[src/rtl/mem.sv]
// Memory-access stage: single-outstanding req/ack data port, store lane alignment, load extension, ALU pass-through.
// Latency: pass-through 1 cycle; loads/stores 2+ cycles (request, ack, registered result).
// Backpressure: stall_o holds upstream while an access is accepted or in flight; released on ack or timeout.
module mem #(
    parameter int TIMEOUT_CYC = 16
) (
    input  logic        clk,
    input  logic        rstn,
    input  logic        valid_i,
    input  logic [31:0] inst_i,
    input  logic [31:0] instaddr_i,
    input  logic        cs_i,
    input  logic        mem_we_i,
    input  logic [31:0] mem_din_i,
    input  logic [31:0] mem_addr_i,
    input  logic        regs_wen_i,
    input  logic [4:0]  rd_addr_i,
    input  logic [31:0] rd_data_i,
    input  logic        flush_i,
    output logic        stall_o,
    output logic        dmem_req_o,
    output logic        dmem_we_o,
    output logic [3:0]  dmem_wem_o,
    output logic [31:0] dmem_addr_o,
    output logic [31:0] dmem_wdata_o,
    input  logic [31:0] dmem_rdata_i,
    input  logic        dmem_ack_i,
    output logic        valid_o,
    output logic [31:0] inst_o,
    output logic [31:0] instaddr_o,
    output logic        regs_wen_o,
    output logic [4:0]  rd_addr_o,
    output logic [31:0] rd_data_o,
    output logic        misalign_o,
    output logic        bus_err_o
);
    typedef enum logic {IDLE, BUS} state_t;

    localparam int CW = (TIMEOUT_CYC > 1) ? $clog2(TIMEOUT_CYC) : 1;

    state_t        state, state_nxt;
    logic [CW-1:0] cnt;
    logic          kill;
    logic          p_wen;
    logic [1:0]    p_lo;

    logic [2:0]    f3;
    logic [1:0]    lo;
    logic          misal, accept, timeout, done, killed;
    logic [3:0]    wem_c;
    logic [31:0]   wdata_c, sh, ld_data;

    assign f3      = inst_i[14:12];
    assign lo      = mem_addr_i[1:0];
    assign misal   = (f3[1:0] == 2'b01 && lo[0]) || (f3[1] && lo != 2'b00);
    assign accept  = valid_i && cs_i && !flush_i && !misal;
    assign timeout = (TIMEOUT_CYC != 0) && (state == BUS) && !dmem_ack_i
                     && (cnt == CW'(TIMEOUT_CYC - 1));
    assign done    = (state == BUS) && (dmem_ack_i || timeout);
    assign killed  = kill || flush_i;
    assign wdata_c = mem_din_i << {lo, 3'b000};

    always_comb begin
        wem_c = 4'hF;
        case (f3[1:0])
            2'b00:   wem_c = 4'b0001 << lo;
            2'b01:   wem_c = 4'b0011 << lo;
            default: wem_c = 4'hF;
        endcase
    end

    // Extension uses the size/sign bits captured in inst_o when the access was accepted.
    assign sh = dmem_rdata_i >> {p_lo, 3'b000};
    always_comb begin
        ld_data = dmem_rdata_i;
        case (inst_o[13:12])
            2'b00:   ld_data = {{24{~inst_o[14] & sh[7]}}, sh[7:0]};
            2'b01:   ld_data = {{16{~inst_o[14] & sh[15]}}, sh[15:0]};
            default: ld_data = dmem_rdata_i;
        endcase
    end

    always_ff @(posedge clk) begin
        if (!rstn) state <= IDLE;
        else       state <= state_nxt;
    end

    always_comb begin
        state_nxt = state;
        stall_o   = 1'b0;
        case (state)
            IDLE: if (accept) begin
                stall_o   = 1'b1;
                state_nxt = BUS;
            end
            BUS: begin
                stall_o = !done;
                if (done) state_nxt = IDLE;
            end
            default: state_nxt = IDLE;
        endcase
    end

    always_ff @(posedge clk) begin
        if (!rstn) begin
            dmem_req_o   <= 1'b0;
            dmem_we_o    <= 1'b0;
            dmem_wem_o   <= 4'h0;
            dmem_addr_o  <= 32'h0;
            dmem_wdata_o <= 32'h0;
            valid_o      <= 1'b0;
            inst_o       <= 32'h0;
            instaddr_o   <= 32'h0;
            regs_wen_o   <= 1'b0;
            rd_addr_o    <= 5'h0;
            rd_data_o    <= 32'h0;
            misalign_o   <= 1'b0;
            bus_err_o    <= 1'b0;
            cnt          <= '0;
            kill         <= 1'b0;
            p_wen        <= 1'b0;
            p_lo         <= 2'b00;
        end else begin
            valid_o    <= 1'b0;
            regs_wen_o <= 1'b0;
            misalign_o <= 1'b0;
            bus_err_o  <= 1'b0;
            if (state == IDLE) begin
                inst_o     <= inst_i;
                instaddr_o <= instaddr_i;
                rd_addr_o  <= rd_addr_i;
                rd_data_o  <= rd_data_i;
                kill       <= 1'b0;
                cnt        <= '0;
                if (valid_i && !flush_i) begin
                    if (!cs_i) begin
                        valid_o    <= 1'b1;
                        regs_wen_o <= regs_wen_i;
                    end else if (misal) begin
                        valid_o    <= 1'b1;
                        misalign_o <= 1'b1;
                    end else begin
                        dmem_req_o   <= 1'b1;
                        dmem_we_o    <= mem_we_i;
                        dmem_wem_o   <= mem_we_i ? wem_c : 4'h0;
                        dmem_addr_o  <= {mem_addr_i[31:2], 2'b00};
                        dmem_wdata_o <= wdata_c;
                        p_wen        <= regs_wen_i && !mem_we_i;
                        p_lo         <= lo;
                    end
                end
            end else begin
                kill <= killed;
                if (done) begin
                    // A killed access still finishes on the bus but leaves no trace downstream.
                    dmem_req_o <= 1'b0;
                    dmem_we_o  <= 1'b0;
                    dmem_wem_o <= 4'h0;
                    valid_o    <= !killed;
                    regs_wen_o <= p_wen && dmem_ack_i && !killed;
                    rd_data_o  <= dmem_we_o ? 32'h0 : ld_data;
                    bus_err_o  <= timeout && !killed;
                end else begin
                    cnt <= cnt + CW'(1);
                end
            end
        end
    end
endmodule
[config.mk]
export PLATFORM = sky130hd
export DESIGN_NAME = mem
export DESIGN_NICKNAME = d
export VERILOG_FILES = /design/src/rtl/mem.sv
export SDC_FILE = /design/constraint.sdc
export NUM_CORES = 1
export LEC_CHECK = 0
export ABC_AREA = 1
export BUFFER_PORTS_ARGS = -buffer_cell sky130_fd_sc_hd__buf_2
export CAP_MARGIN = 20
export CORE_AREA = 3 3 146 148
export CTS_BUF_LIST = sky130_fd_sc_hd__clkbuf_4
export CTS_CLUSTER_DIAMETER = 150
export DETAILED_ROUTE_END_ITERATION = 6
export DIE_AREA = 0 0 149 151
export GPL_TIMING_DRIVEN = 0
export HOLD_SLACK_MARGIN = 0.05
export PLACE_DENSITY = 0.68
export SYNTH_ARGS = -nofsm -noshare
export SYNTH_HDL_FRONTEND = slang
export SYNTH_SLANG_ARGS = --single-unit
export TNS_END_PERCENT = 30
[constraint.sdc]
create_clock -name clk -period 3.1 [get_ports clk]
set_clock_uncertainty 0.1 [all_clocks]
set_input_delay 0.155 -clock clk [delete_from_list [all_inputs] [get_ports clk]]
set_output_delay 0.155 -clock clk [all_outputs]
set_load 0.01 [all_outputs]
==> results.json <==
{
  "core_area_sq_um": 20200,
  "peakVddDrop_mv": 0.218,
  "drv_slew": 0,
  "worst_ep_arrival_time_ns": 3.38,
  "hold_class": "in -> reg",
  "die_h_microns": 151,
  "syn_inst": 1028,
  "drt-total-wl_mm": 33.1,
  "syn_area_per_cell_sq_um": 7.48,
  "start_util": 0.381,
  "crit_chain": "dlygate4sd3_1, buf_2, inv_1, clkbuf_1, nand3_1, dlygate4sd3_1, a21oi_1, dlygate4sd3_1, nor2_1, dlygate4sd3_1",
  "first_pass_iters": 5,
  "clk_latency_ns": 0.56,
  "endpoint": "dmem_wdata_o[24]",
  "crit_path_start_kind": "input port",
  "antenna_found_initial": 1,
  "port-buffer-count": 377,
  "ys_ff_latch": 182,
  "rows": 52,
  "setup.worst_path.start": "mem_addr_i[1]",
  "place_hpwl_mm": 22.5,
  "fin_util": 0.627,
  "worst_pin_slew_ns": 0.635,
  "drt-initial-drc-count": 577,
  "grt_use_total": 0.279,
  "ioPinCount": 381,
  "drive_above_1_share": 0.267,
  "maxCapViolations": 0,
  "wire_per_inst_microns": 17.0,
  "cts_buffers": 17,
  "yosysWarnings": 0,
  "cpMostUsedCell": "dlygate4sd3_1",
  "vias": 9624,
  "cts.sinks": 182,
  "reg2reg_slack_ns": 0.33,
  "finalCriticalPeriod_ns": 2.99,
  "die_w_microns": 149,
  "outcome": "completed",
  "cts_tree": "done",
  "drt-vias-per-instance": 4.94,
  "worstPathRequired_ns": 3.49,
  "die-area_sq_um": 22500,
  "clock_path_buffers": 2,
  "critical_path_depth": 10,
  "r2r-end": "dmem_wdata_o[24]",
  "crit_family": "buffers and inverters",
  "clk_pin_slew_ns": 0.19,
  "cp_slowest_cell": "dlygate4sd3_1",
  "critical_path_buf_inv_count": 7,
  "synthesis.area_sq_um": 7690,
  "max_stage_delay_ns": 0.60,
  "max_freq_mhz": 334,
  "timing.rr.start": "state",
  "routabilityCongestion": 0.940,
  "fin_nets": 1873,
  "grt_max_degree": 19,
  "drc": 0,
  "setup_viol": 0,
  "slew_headroom": 0.577,
  "crit_path_end_kind": "register",
  "leakagePower_nw": 6.35,
  "crit_fanout": 10,
  "fin_crit_sh": 0.966,
  "r2r.worst_path.cells": 7,
  "seq_area_frac_synth": 0.474,
  "ant_nets": 0,
  "root_buffer": "clkbuf_4",
  "hold_viol": 0,
  "cts_setup_buffers": 0,
  "grt_pass1_vias": 9735,
  "tns_ns": 0,
  "htreeDepth": 4,
  "ys_types": 28,
  "grt_pass1_wl_mm": 49.8,
  "area_growth_pct": 64.4,
  "p_per_area_nw_per_um2": 389,
  "grt_overflow": 0,
  "rsz0062_at_grt": "false",
  "worstSetupPathType": "in -> reg",
  "cts_resized": 0
}
==> worst min-delay path by stage <==
stage                         startpoint              to  slack (ns)  cells after the start
final                          inst_i[6]       inst_o[6]        0.21                      3
after global routing           inst_i[6]       inst_o[6]        0.17                      3
after CTS                      inst_i[5]       inst_o[5]        0.14                      3
after detailed placement  instaddr_i[23]  instaddr_o[23]        0.26                      2
after global placement        inst_i[14]      inst_o[14]        0.26                      3
after floorplan               dmem_ack_i       bus_err_o        0.13                      1
==> per-layer routing <==
layer	GRT usage	wire length, microns	share of wire	vias up
li1	-	-	-	4655
met1	0.323	12900	0.39	4407
met2	0.498	16600	0.50	472
met3	0.0709	2670	0.081	90
met4	0.106	1020	0.031	0
met5	0	0	0	-
==> through the flow <==
stage	std cells	setup slack (ns)	hold WS (ns)	power (W)	cell area [sq um]
6_report	1950	0.105	0.211	0.00492	12600
5_1_grt	1950	0.101	0.166	0.00514	12600
4_1_cts	1951	0.162	0.141	0.00493	12700
3_5_place_dp	1676	0.999	0.263	0.00331	9920
3_3_place_gp	1676	0.995	0.258	0.00331	9920
2_1_floorplan	1029	1.49	0.131	0.00294	7690
==> cells by family (layout without fill, tap and decap cells) <==
logic type | Yosys count | after routing | synth area share
simple gates | 343 | 343 | 0.182
flops | 182 | 182 | 0.474
compound gates | 310 | 310 | 0.241
other cells | 1 | 3 | 0.000488
fa+ha+maj | 1 | 1 | 0.00163
buf+inv | 190 | 840 | 0.101
xor+xnor | 1 | 1 | 0.00114
==> registers in the layout, indices dropped and copies added, names as in the netlist <==
register and flops:
dmem_wdata_o 32, inst_o 32, instaddr_o 32, rd_data_o 32, dmem_addr_o 30, rd_addr_o 5
cnt 4, dmem_wem_o 4, p_lo 2, bus_err_o 1, dmem_req_o 1, dmem_we_o 1
kill 1, misalign_o 1, p_wen 1, regs_wen_o 1, state 1, valid_o 1
==> cell usage in the layout (no fill, tap or decap), types with 3 or more instances in the layout <==
| cell | n |
|---|---|
| buf_2 | 392 |
| dfxtp_1 | 182 |
| a22o_1 | 66 |
| o211ai_1 | 10 |
| nor2_2 | 4 |
| clkbuf_1 | 41 |
| a21oi_1 | 98 |
| inv_1 | 117 |
| inv_2 | 6 |
| nand3_1 | 36 |
| clkinv_8 | 3 |
| clkbuf_4 | 17 |
| nand2_1 | 188 |
| a211oi_1 | 4 |
| inv_6 | 4 |
| dlygate4sd3_1 | 244 |
| nor2_1 | 105 |
| buf_4 | 7 |
| o21ai_0 | 128 |
==> what timing repair did <==
item                       in CTS  in global routing
hold buffers                  244                  0
setup endpoints to repair       0                  1
hold endpoints to repair      177                  0
==> worst reg2reg max path: cells and delay by family, from the launching register on <==
kind / cells / cell delay (ns)
buffers and inverters: 3 / 1.51
AND/OR/NAND/NOR: 3 / 0.50
flip-flops: 1 / 0.40
AO/OA/AOI/OAI: 1 / 0.23
==> cell usage after synthesis (all sizes together) <==
cell type | n | share of area
buf | 24 | 0.020
o211ai | 10 | 0.0098
a21oi | 99 | 0.066
a211oi | 4 | 0.0039
inv | 123 | 0.060
nand4 | 3 | 0.0044
nor4 | 1 | 0.00081
nor2 | 109 | 0.054
o21ai | 129 | 0.084
a22o | 66 | 0.075
ha | 1 | 0.0016
clkbuf | 43 | 0.021
a31oi | 2 | 0.0016
xor2 | 1 | 0.0011
nand3 | 38 | 0.026
nand2 | 190 | 0.095
nor3 | 2 | 0.0013
conb | 1 | 0.00049
dfxtp | 182 | 0.47
==> power breakdown <==
group          switching [W]  internal (W)  leakage, nW  total (W)
sequential         0.0000613       0.00245         1.50    0.00251
clock               0.000933      0.000434        0.157    0.00137
combinational       0.000513      0.000523         4.70    0.00104
total                0.00151       0.00341         6.35    0.00492
==> cell type report <==
cell class                 count  area [sq um]
inverter                     123           462
tap                          270           338
sequential                   182          3640
timing repair buffer         621          4330
antenna                        1          2.50
buffer                        65           304
multi-input combinational    657          3280
clock buffer                  17           128
fill                        1738          7520
clock inverter                14           163
No activity file was read; power rests on OpenSTA's default activity.
